File: src/rtl/mdu_controller_pkg.sv
// Shared definitions for the multiply/divide unit.
//   mdu_op_t       : command encoding driven by the EX stage
//   mdu_state_t    : controller sequencing states
//   MDU_DIV_CYCLES : busy cycles of a divide, fixed by the divider width
package mdu_controller_pkg;

   typedef enum logic [2:0] {
      MDU_NONE  = 3'd0,
      MDU_MULT  = 3'd1,
      MDU_MULTU = 3'd2,
      MDU_DIV   = 3'd3,
      MDU_DIVU  = 3'd4,
      MDU_MTHI  = 3'd5,
      MDU_MTLO  = 3'd6
   } mdu_op_t;

   typedef enum logic [1:0] {
      StIdle = 2'd0,
      StMul  = 2'd1,
      StDiv  = 2'd2
   } mdu_state_t;

   localparam int unsigned MDU_DIV_CYCLES = 32;

endpackage

File: src/rtl/mdu_controller_divider.sv
// 32-bit unsigned iterative restoring divider, one quotient bit per cycle.
// Ports:
//   clk, reset        : clock, synchronous active-high reset
//   start             : load operands and perform the first iteration
//   abort             : drop the operation in flight
//   dividend, divisor : operands, sampled only with start
//   quotient          : quotient register
//   remainder         : partial/final remainder register
//   valid             : one-cycle pulse, result ready, during the 32nd cycle after start
module mdu_divider
   import mdu_controller_pkg::*;
(
   input  logic        clk,
   input  logic        reset,
   input  logic        start,
   input  logic        abort,
   input  logic [31:0] dividend,
   input  logic [31:0] divisor,
   output logic [31:0] quotient,
   output logic [31:0] remainder,
   output logic        valid
);

   logic [31:0] rem_q, quo_q, dvs_q;
   logic [4:0]  cnt_q;
   logic        running_q, valid_q;

   logic [31:0] step_rem_in, step_quo_in, step_dvs_in;
   logic [32:0] rem_shift;
   logic [31:0] step_rem, step_quo;

   // The first iteration runs on the start edge from the raw inputs, so the
   // 32nd iteration lands one edge before the controller's final busy edge.
   always_comb begin
      step_rem_in = rem_q;
      step_quo_in = quo_q;
      step_dvs_in = dvs_q;
      if (start) begin
         step_rem_in = 32'd0;
         step_quo_in = dividend;
         step_dvs_in = divisor;
      end
      rem_shift = {step_rem_in, step_quo_in[31]};
      if (rem_shift >= {1'b0, step_dvs_in}) begin
         step_rem = 32'(rem_shift - {1'b0, step_dvs_in});
         step_quo = {step_quo_in[30:0], 1'b1};
      end else begin
         step_rem = rem_shift[31:0];
         step_quo = {step_quo_in[30:0], 1'b0};
      end
   end

   always_ff @(posedge clk) begin
      if (reset) begin
         rem_q     <= '0;
         quo_q     <= '0;
         dvs_q     <= '0;
         cnt_q     <= '0;
         running_q <= 1'b0;
         valid_q   <= 1'b0;
      end else if (abort) begin
         running_q <= 1'b0;
         valid_q   <= 1'b0;
      end else if (start) begin
         rem_q     <= step_rem;
         quo_q     <= step_quo;
         dvs_q     <= divisor;
         cnt_q     <= 5'(MDU_DIV_CYCLES - 1);
         running_q <= 1'b1;
         valid_q   <= 1'b0;
      end else if (running_q) begin
         rem_q   <= step_rem;
         quo_q   <= step_quo;
         cnt_q   <= cnt_q - 5'd1;
         valid_q <= (cnt_q == 5'd1);
         if (cnt_q == 5'd1) begin
            running_q <= 1'b0;
         end
      end else begin
         valid_q <= 1'b0;
      end
   end

   assign quotient  = quo_q;
   assign remainder = rem_q;
   assign valid     = valid_q;

endmodule

File: src/rtl/mdu_controller.sv
// Multiply/divide unit sequencer; owns the architectural HI/LO registers.
// Ports:
//   clk, reset : clock, synchronous active-high reset
//   start, op  : command valid and command code from EX
//   a, b       : rs / rt operands
//   cancel     : exception flush, aborts an operation in flight
//   busy       : operation in flight (decoded from state)
//   done       : one-cycle pulse after HI/LO written by MUL/DIV
//   hi, lo     : HI/LO registers
module mdu_controller
   import mdu_controller_pkg::*;
#(
   parameter int unsigned MUL_CYCLES = 5
) (
   input  logic        clk,
   input  logic        reset,
   input  logic        start,
   input  mdu_op_t     op,
   input  logic [31:0] a,
   input  logic [31:0] b,
   input  logic        cancel,
   output logic        busy,
   output logic        done,
   output logic [31:0] hi,
   output logic [31:0] lo
);

   mdu_state_t  state_q, state_d;
   logic [4:0]  cnt_q, cnt_d;
   logic [63:0] prod_q, prod_d;
   logic [31:0] hi_q, hi_d, lo_q, lo_d;
   logic        done_q, done_d;
   // Divide bookkeeping: sign fix-up and divide-by-zero override.
   logic        a_neg_q, a_neg_d, b_neg_q, b_neg_d, b_zero_q, b_zero_d;
   logic [31:0] div_a_q, div_a_d;

   logic        div_start, div_abort, div_valid;
   logic [31:0] div_quo, div_rem;
   logic        op_signed, a_neg, b_neg;
   logic [31:0] a_mag, b_mag;
   logic [63:0] ext_a, ext_b;

   always_comb begin
      op_signed = (op == MDU_MULT) || (op == MDU_DIV);
      a_neg     = op_signed & a[31];
      b_neg     = op_signed & b[31];
      a_mag     = a_neg ? 32'(-a) : a;
      b_mag     = b_neg ? 32'(-b) : b;
      ext_a     = {{32{a_neg}}, a};
      ext_b     = {{32{b_neg}}, b};
   end

   mdu_divider u_divider (
      .clk       (clk),
      .reset     (reset),
      .start     (div_start),
      .abort     (div_abort),
      .dividend  (a_mag),
      .divisor   (b_mag),
      .quotient  (div_quo),
      .remainder (div_rem),
      .valid     (div_valid)
   );

   always_comb begin
      state_d   = state_q;
      cnt_d     = cnt_q;
      prod_d    = prod_q;
      hi_d      = hi_q;
      lo_d      = lo_q;
      done_d    = 1'b0;
      a_neg_d   = a_neg_q;
      b_neg_d   = b_neg_q;
      b_zero_d  = b_zero_q;
      div_a_d   = div_a_q;
      div_start = 1'b0;
      div_abort = 1'b0;

      unique case (state_q)
         StIdle: begin
            if (start && !cancel) begin
               case (op)
                  MDU_MULT, MDU_MULTU: begin
                     prod_d  = ext_a * ext_b;
                     cnt_d   = 5'(MUL_CYCLES - 1);
                     state_d = StMul;
                  end
                  MDU_DIV, MDU_DIVU: begin
                     a_neg_d   = a_neg;
                     b_neg_d   = b_neg;
                     b_zero_d  = (b == 32'd0);
                     div_a_d   = a;
                     div_start = 1'b1;
                     state_d   = StDiv;
                  end
                  MDU_MTHI: hi_d = a;
                  MDU_MTLO: lo_d = a;
                  default: ;
               endcase
            end
         end
         StMul: begin
            if (cancel) begin
               state_d = StIdle;
            end else if (cnt_q == 5'd0) begin
               hi_d    = prod_q[63:32];
               lo_d    = prod_q[31:0];
               done_d  = 1'b1;
               state_d = StIdle;
            end else begin
               cnt_d = cnt_q - 5'd1;
            end
         end
         StDiv: begin
            if (cancel) begin
               div_abort = 1'b1;
               state_d   = StIdle;
            end else if (div_valid) begin
               if (b_zero_q) begin
                  lo_d = 32'hFFFF_FFFF;
                  hi_d = div_a_q;
               end else begin
                  // 0x80000000 / -1 falls out naturally: magnitude quotient
                  // 0x80000000 with matching signs is left un-negated.
                  lo_d = (a_neg_q ^ b_neg_q) ? 32'(-div_quo) : div_quo;
                  hi_d = a_neg_q ? 32'(-div_rem) : div_rem;
               end
               done_d  = 1'b1;
               state_d = StIdle;
            end
         end
         default: state_d = StIdle;
      endcase
   end

   always_ff @(posedge clk) begin
      if (reset) begin
         state_q  <= StIdle;
         cnt_q    <= '0;
         prod_q   <= '0;
         hi_q     <= '0;
         lo_q     <= '0;
         done_q   <= 1'b0;
         a_neg_q  <= 1'b0;
         b_neg_q  <= 1'b0;
         b_zero_q <= 1'b0;
         div_a_q  <= '0;
      end else begin
         state_q  <= state_d;
         cnt_q    <= cnt_d;
         prod_q   <= prod_d;
         hi_q     <= hi_d;
         lo_q     <= lo_d;
         done_q   <= done_d;
         a_neg_q  <= a_neg_d;
         b_neg_q  <= b_neg_d;
         b_zero_q <= b_zero_d;
         div_a_q  <= div_a_d;
      end
   end

   assign busy = (state_q != StIdle);
   assign done = done_q;
   assign hi   = hi_q;
   assign lo   = lo_q;

endmodule

File: config.mk
export PLATFORM = sky130hd
export DESIGN_NAME = mdu_controller
export DESIGN_NICKNAME = d
export VERILOG_FILES = /design/src/rtl/mdu_controller_pkg.sv /design/src/rtl/mdu_controller_divider.sv /design/src/rtl/mdu_controller.sv
export SDC_FILE = /design/constraint.sdc
export NUM_CORES = 2
export LEC_CHECK = 0
export CORE_ASPECT_RATIO = 0.5
export CORE_MARGIN = 5
export CORE_UTILIZATION = 65
export DETAILED_ROUTE_END_ITERATION = 7
export PLACE_DENSITY_LB_ADDON = 0.15
export RECOVER_POWER = 100
export SLEW_MARGIN = 20
export SYNTH_ARGS = -nofsm -noshare
export SYNTH_HDL_FRONTEND = slang
export SYNTH_SLANG_ARGS = --single-unit
export TNS_END_PERCENT = 10
File: constraint.sdc
create_clock -name clk -period 13.2 [get_ports clk]
set_input_delay 3.96 -clock clk [delete_from_list [all_inputs] [get_ports clk]]
set_output_delay 3.96 -clock clk [all_outputs]
set_load 0.01 [all_outputs]
==> impl_results.md <==
- Final Instance Count excl. Fillers: 7,465
- PortBufs: 136
- Die ar.: 0.08930 mm2
- First-pass DRT Iterations: 6
- Post-Syn Area: 0.05401 mm2
- Synth Net Count: 7,905
- CTS tree: yes
- Num CTS Buffers: 31
- Largest net degree at the start of global routing: 190
- Critical Path RT: 13.68 ns
- Ports: 137
- Synth top area share: 41.74%
- Site Rows: 74
- Initial Util: 65.83%
- MaxCap Viol Count: 5
- Prevailing post-synth register cell: dfxtp_1
- First-pass GRT wire length: 277,500 um
- Hold Crit Depth: 2
- Post-synthesis sequential area ratio: 10.16%
- Setup TNS: 0 ns
- Synthesis Warnings: 0
- Final hold vios: 0
- Die X: 417.6 um
- Hold Path Class: register to register
- Post_cts resized: 0
- Placed Instances: 7,400
- Hold Path Sink: div_a_q[24]$_SDFFE_PP0P_
- Setup Buffers After CTS: 0
- Final ANT Viol Nets: 0
- Vias in the first global route: 46,840
- Clock Latency Late Sink: 0.61 ns
- Crit share post-route: 97.85%
- Fin crit period: 12.92 ns
- Synth top area cells: fa_1 42%, dfxtp_1 10%, inv_1 8.4%
- Total global routing overflow: 0
- Detailed Route WL: 181,800 um
- Status: complete, but fails checks
- Asr flop ratio synth: 0%
- Synth cell count leaders: 1,210 x inv_1, 1,175 x nand2_1, 1,126 x fa_1, 344 x a21oi_1, 344 x clkbuf_1
- Unrepaired setup endpoints after global routing: false
- Synth area leader: fa_1
- Violated checks: capacitance limit, slew limit
- DRC Markers: 0
- Reg2reg path depth: 16
- GRT Overall Usage: 41.12%
- FF-to-FF Start: state_q[1]$_SDFFE_PP0P_
- Post-synth EDFFs: 0
- Cell with the most instances after synthesis: inv_1
- Vias after detailed routing: 45,670
- NumNets Final: 7,784
- FILL cells: 6,577
- Clock Skews: 0.02289 ns
- Internal reg-to-reg setup slack: 4.50 ns
- Clock Tree Root: clkbuf_16
- Final setup vio count: 0
- Avg Cell Area, Syn: 8.370 um2
- Critical Path Fanout Max: 12
- Initial DRC count: 5,096
- Core box area: 0.08203 mm2
- CP Launch Type: input pin
- Max Clock Freq: 0.07742 GHz
- Layout area overhead: 5.885%
- Mapped Cells: 6,452
- Min-delay src: div_a_q[24]$_SDFFE_PP0P_
- Clock Sinks: 274
- Crit end category: register
- Max-slew violation count: 441
- H-tree levels: 1
- Ratio of cells with drive above 1 in the final layout: 4.468%
- Netlist cell types: 95
- GPL Wtd Cong: 1.001
- Hold_buf cts: 0
- R2r endpoint: u_divider.remainder[23]$_SDFFE_PP0P_
- CTS Buffer Depth: 3
- DR vias/cell: 6.118
- Initial antenna violation count: 17
- HPWL after DPL: 145,100 um
- Per-cell routed wire length: 24.35 um
- Seq cells post-synth: 274
- Crit Path Class: input pin to register
- Die Height: 213.8 um
- Worst path arrival time: 13.40 ns
- Worst Tran Pin Value: 8.801 ns
- Clock slew at reported path FFs: 0.06 ns
- Slew headroom: -486.7%
- Post-Route Utilization: 69.71%
-- worst max-delay path, cell delays in order --
cell	delay, ns
dlygate4sd3_1	1.24
buf_4	0.35
nand2_1	0.10
fa_1	0.46
fa_1	0.49
inv_1	0.05
fa_1	0.49
fa_1	0.55
inv_1	0.06
fa_1	0.49
fa_1	0.54
inv_1	0.05
fa_1	0.51
fa_1	0.44
ha_1	0.41
nand3_1	0.15
nor2_1	0.06
a221oi_1	0.32
a21boi_0	0.98
o21ai_0	0.36
a21boi_1	0.34
o21ai_1	0.14
xor2_1	0.58
nand2_1	0.11
a21oi_1	0.18
-- kinds of logic (layout without fill, tap and decap cells) --
family	count (synthesis)	in the layout	synth area share (%)
muxes	4	4	0.07646
DFF	274	274	10.16
xor gates and xnor gates	211	211	3.422
and+or+nand+nor	2115	2115	17.62
adders and majority gates	1382	1382	47.67
buffers and inverters	1647	1551	11.50
other	0	7	0
AOI/OAI and AO/OA	819	819	9.550
-- layout by cell type, fill, tap and decap left out, types with 21 or more instances in the layout --
| cell type | synthesis | final |
|---|---|---|
| xor2_1 | 107 | 107 |
| inv_1 | 1210 | 1210 |
| a211oi_1 | 30 | 30 |
| a21oi_1 | 344 | 345 |
| fa_1 | 1126 | 1126 |
| nand3_1 | 34 | 33 |
| a31oi_1 | 22 | 22 |
| xnor2_1 | 104 | 103 |
| o21ai_1 | 31 | 23 |
| ha_1 | 256 | 253 |
| nor3_1 | 50 | 50 |
| nand2_1 | 1175 | 1175 |
| nand2b_1 | 31 | 31 |
| nor2_1 | 337 | 337 |
| clkdlybuf4s50_1 | 0 | 25 |
| o21ai_0 | 127 | 135 |
| dlygate4sd3_1 | 0 | 69 |
| clkbuf_16 | 0 | 31 |
| a21o_1 | 45 | 44 |
| buf_4 | 0 | 132 |
| buf_2 | 17 | 41 |
| and3_1 | 33 | 31 |
| and2_1 | 331 | 327 |
| dfxtp_1 | 274 | 273 |
| or3_1 | 25 | 25 |
| a311oi_1 | 82 | 82 |
| o31ai_1 | 20 | 21 |
-- metrics by stage --
stage	setup slack, ns	hold slack (ns)	cell area (um2)
2_1_floorplan	1.239	0.4249	54010
3_3_place_gp	0.3940	0.4364	56160
3_5_place_dp	0.2566	0.4436	56160
4_1_cts	0.8190	0.4523	57250
5_1_grt	0.1413	0.4731	57170
6_report	0.2841	0.4523	57180
-- routing by layer --
layer / track usage [%] / routed length, um / vias up
met5: 0.9759 / 180 / -
met4: 14.53 / 7416 / 14
met3: 17.00 / 27790 / 528
met2: 59.33 / 74880 / 2906
met1: 56.41 / 71540 / 22860
li1: - / - / 19370
-- state kept, by name, indices dropped and copies added (netlist names) --
signal               flops
div_a_q                 32
u_divider.quotient      32
u_divider.cnt_q          5
u_divider.dvs_q         32
lo                      32
u_divider.running_q      1
cnt_q                    5
u_divider.valid          1
state_q                  2
done                     1
b_neg_q                  1
u_divider.remainder     32
hi                      32
a_neg_q                  1
prod_q                  64
b_zero_q                 1
-- cell type report --
type | count | area (um2) | share of cell area [%]
Timing Repair Buffer | 283 | 2346 | 4.103
Clock inverter | 13 | 170.2 | 0.2976
Sequential cell | 274 | 5487 | 9.595
Multi-Input combinational cell | 4531 | 42320 | 74.01
Inverter | 1210 | 4542 | 7.943
Antenna cell | 7 | 17.52 | 0.03063
Clock buffer | 45 | 918.4 | 1.606
Tap cell | 1102 | 1379 | 2.411
-- how the worst max path moves through the flow --
stage | from | depth (start not counted) | end
2_1_floorplan | op[0] | 30 | prod_q[60]$_SDFFE_PP0P_
3_3_place_gp | op[0] | 28 | prod_q[60]$_SDFFE_PP0P_
3_5_place_dp | op[0] | 27 | prod_q[58]$_SDFFE_PP0P_
4_1_cts | op[0] | 27 | prod_q[58]$_SDFFE_PP0P_
5_1_grt | op[0] | 28 | prod_q[60]$_SDFFE_PP0P_
6_report | a[14] | 25 | prod_q[26]$_SDFFE_PP0P_
Power is left out: the tool's default activity adds up to more than one toggle a clock period on the data nets, which glitch-free logic cannot reach.
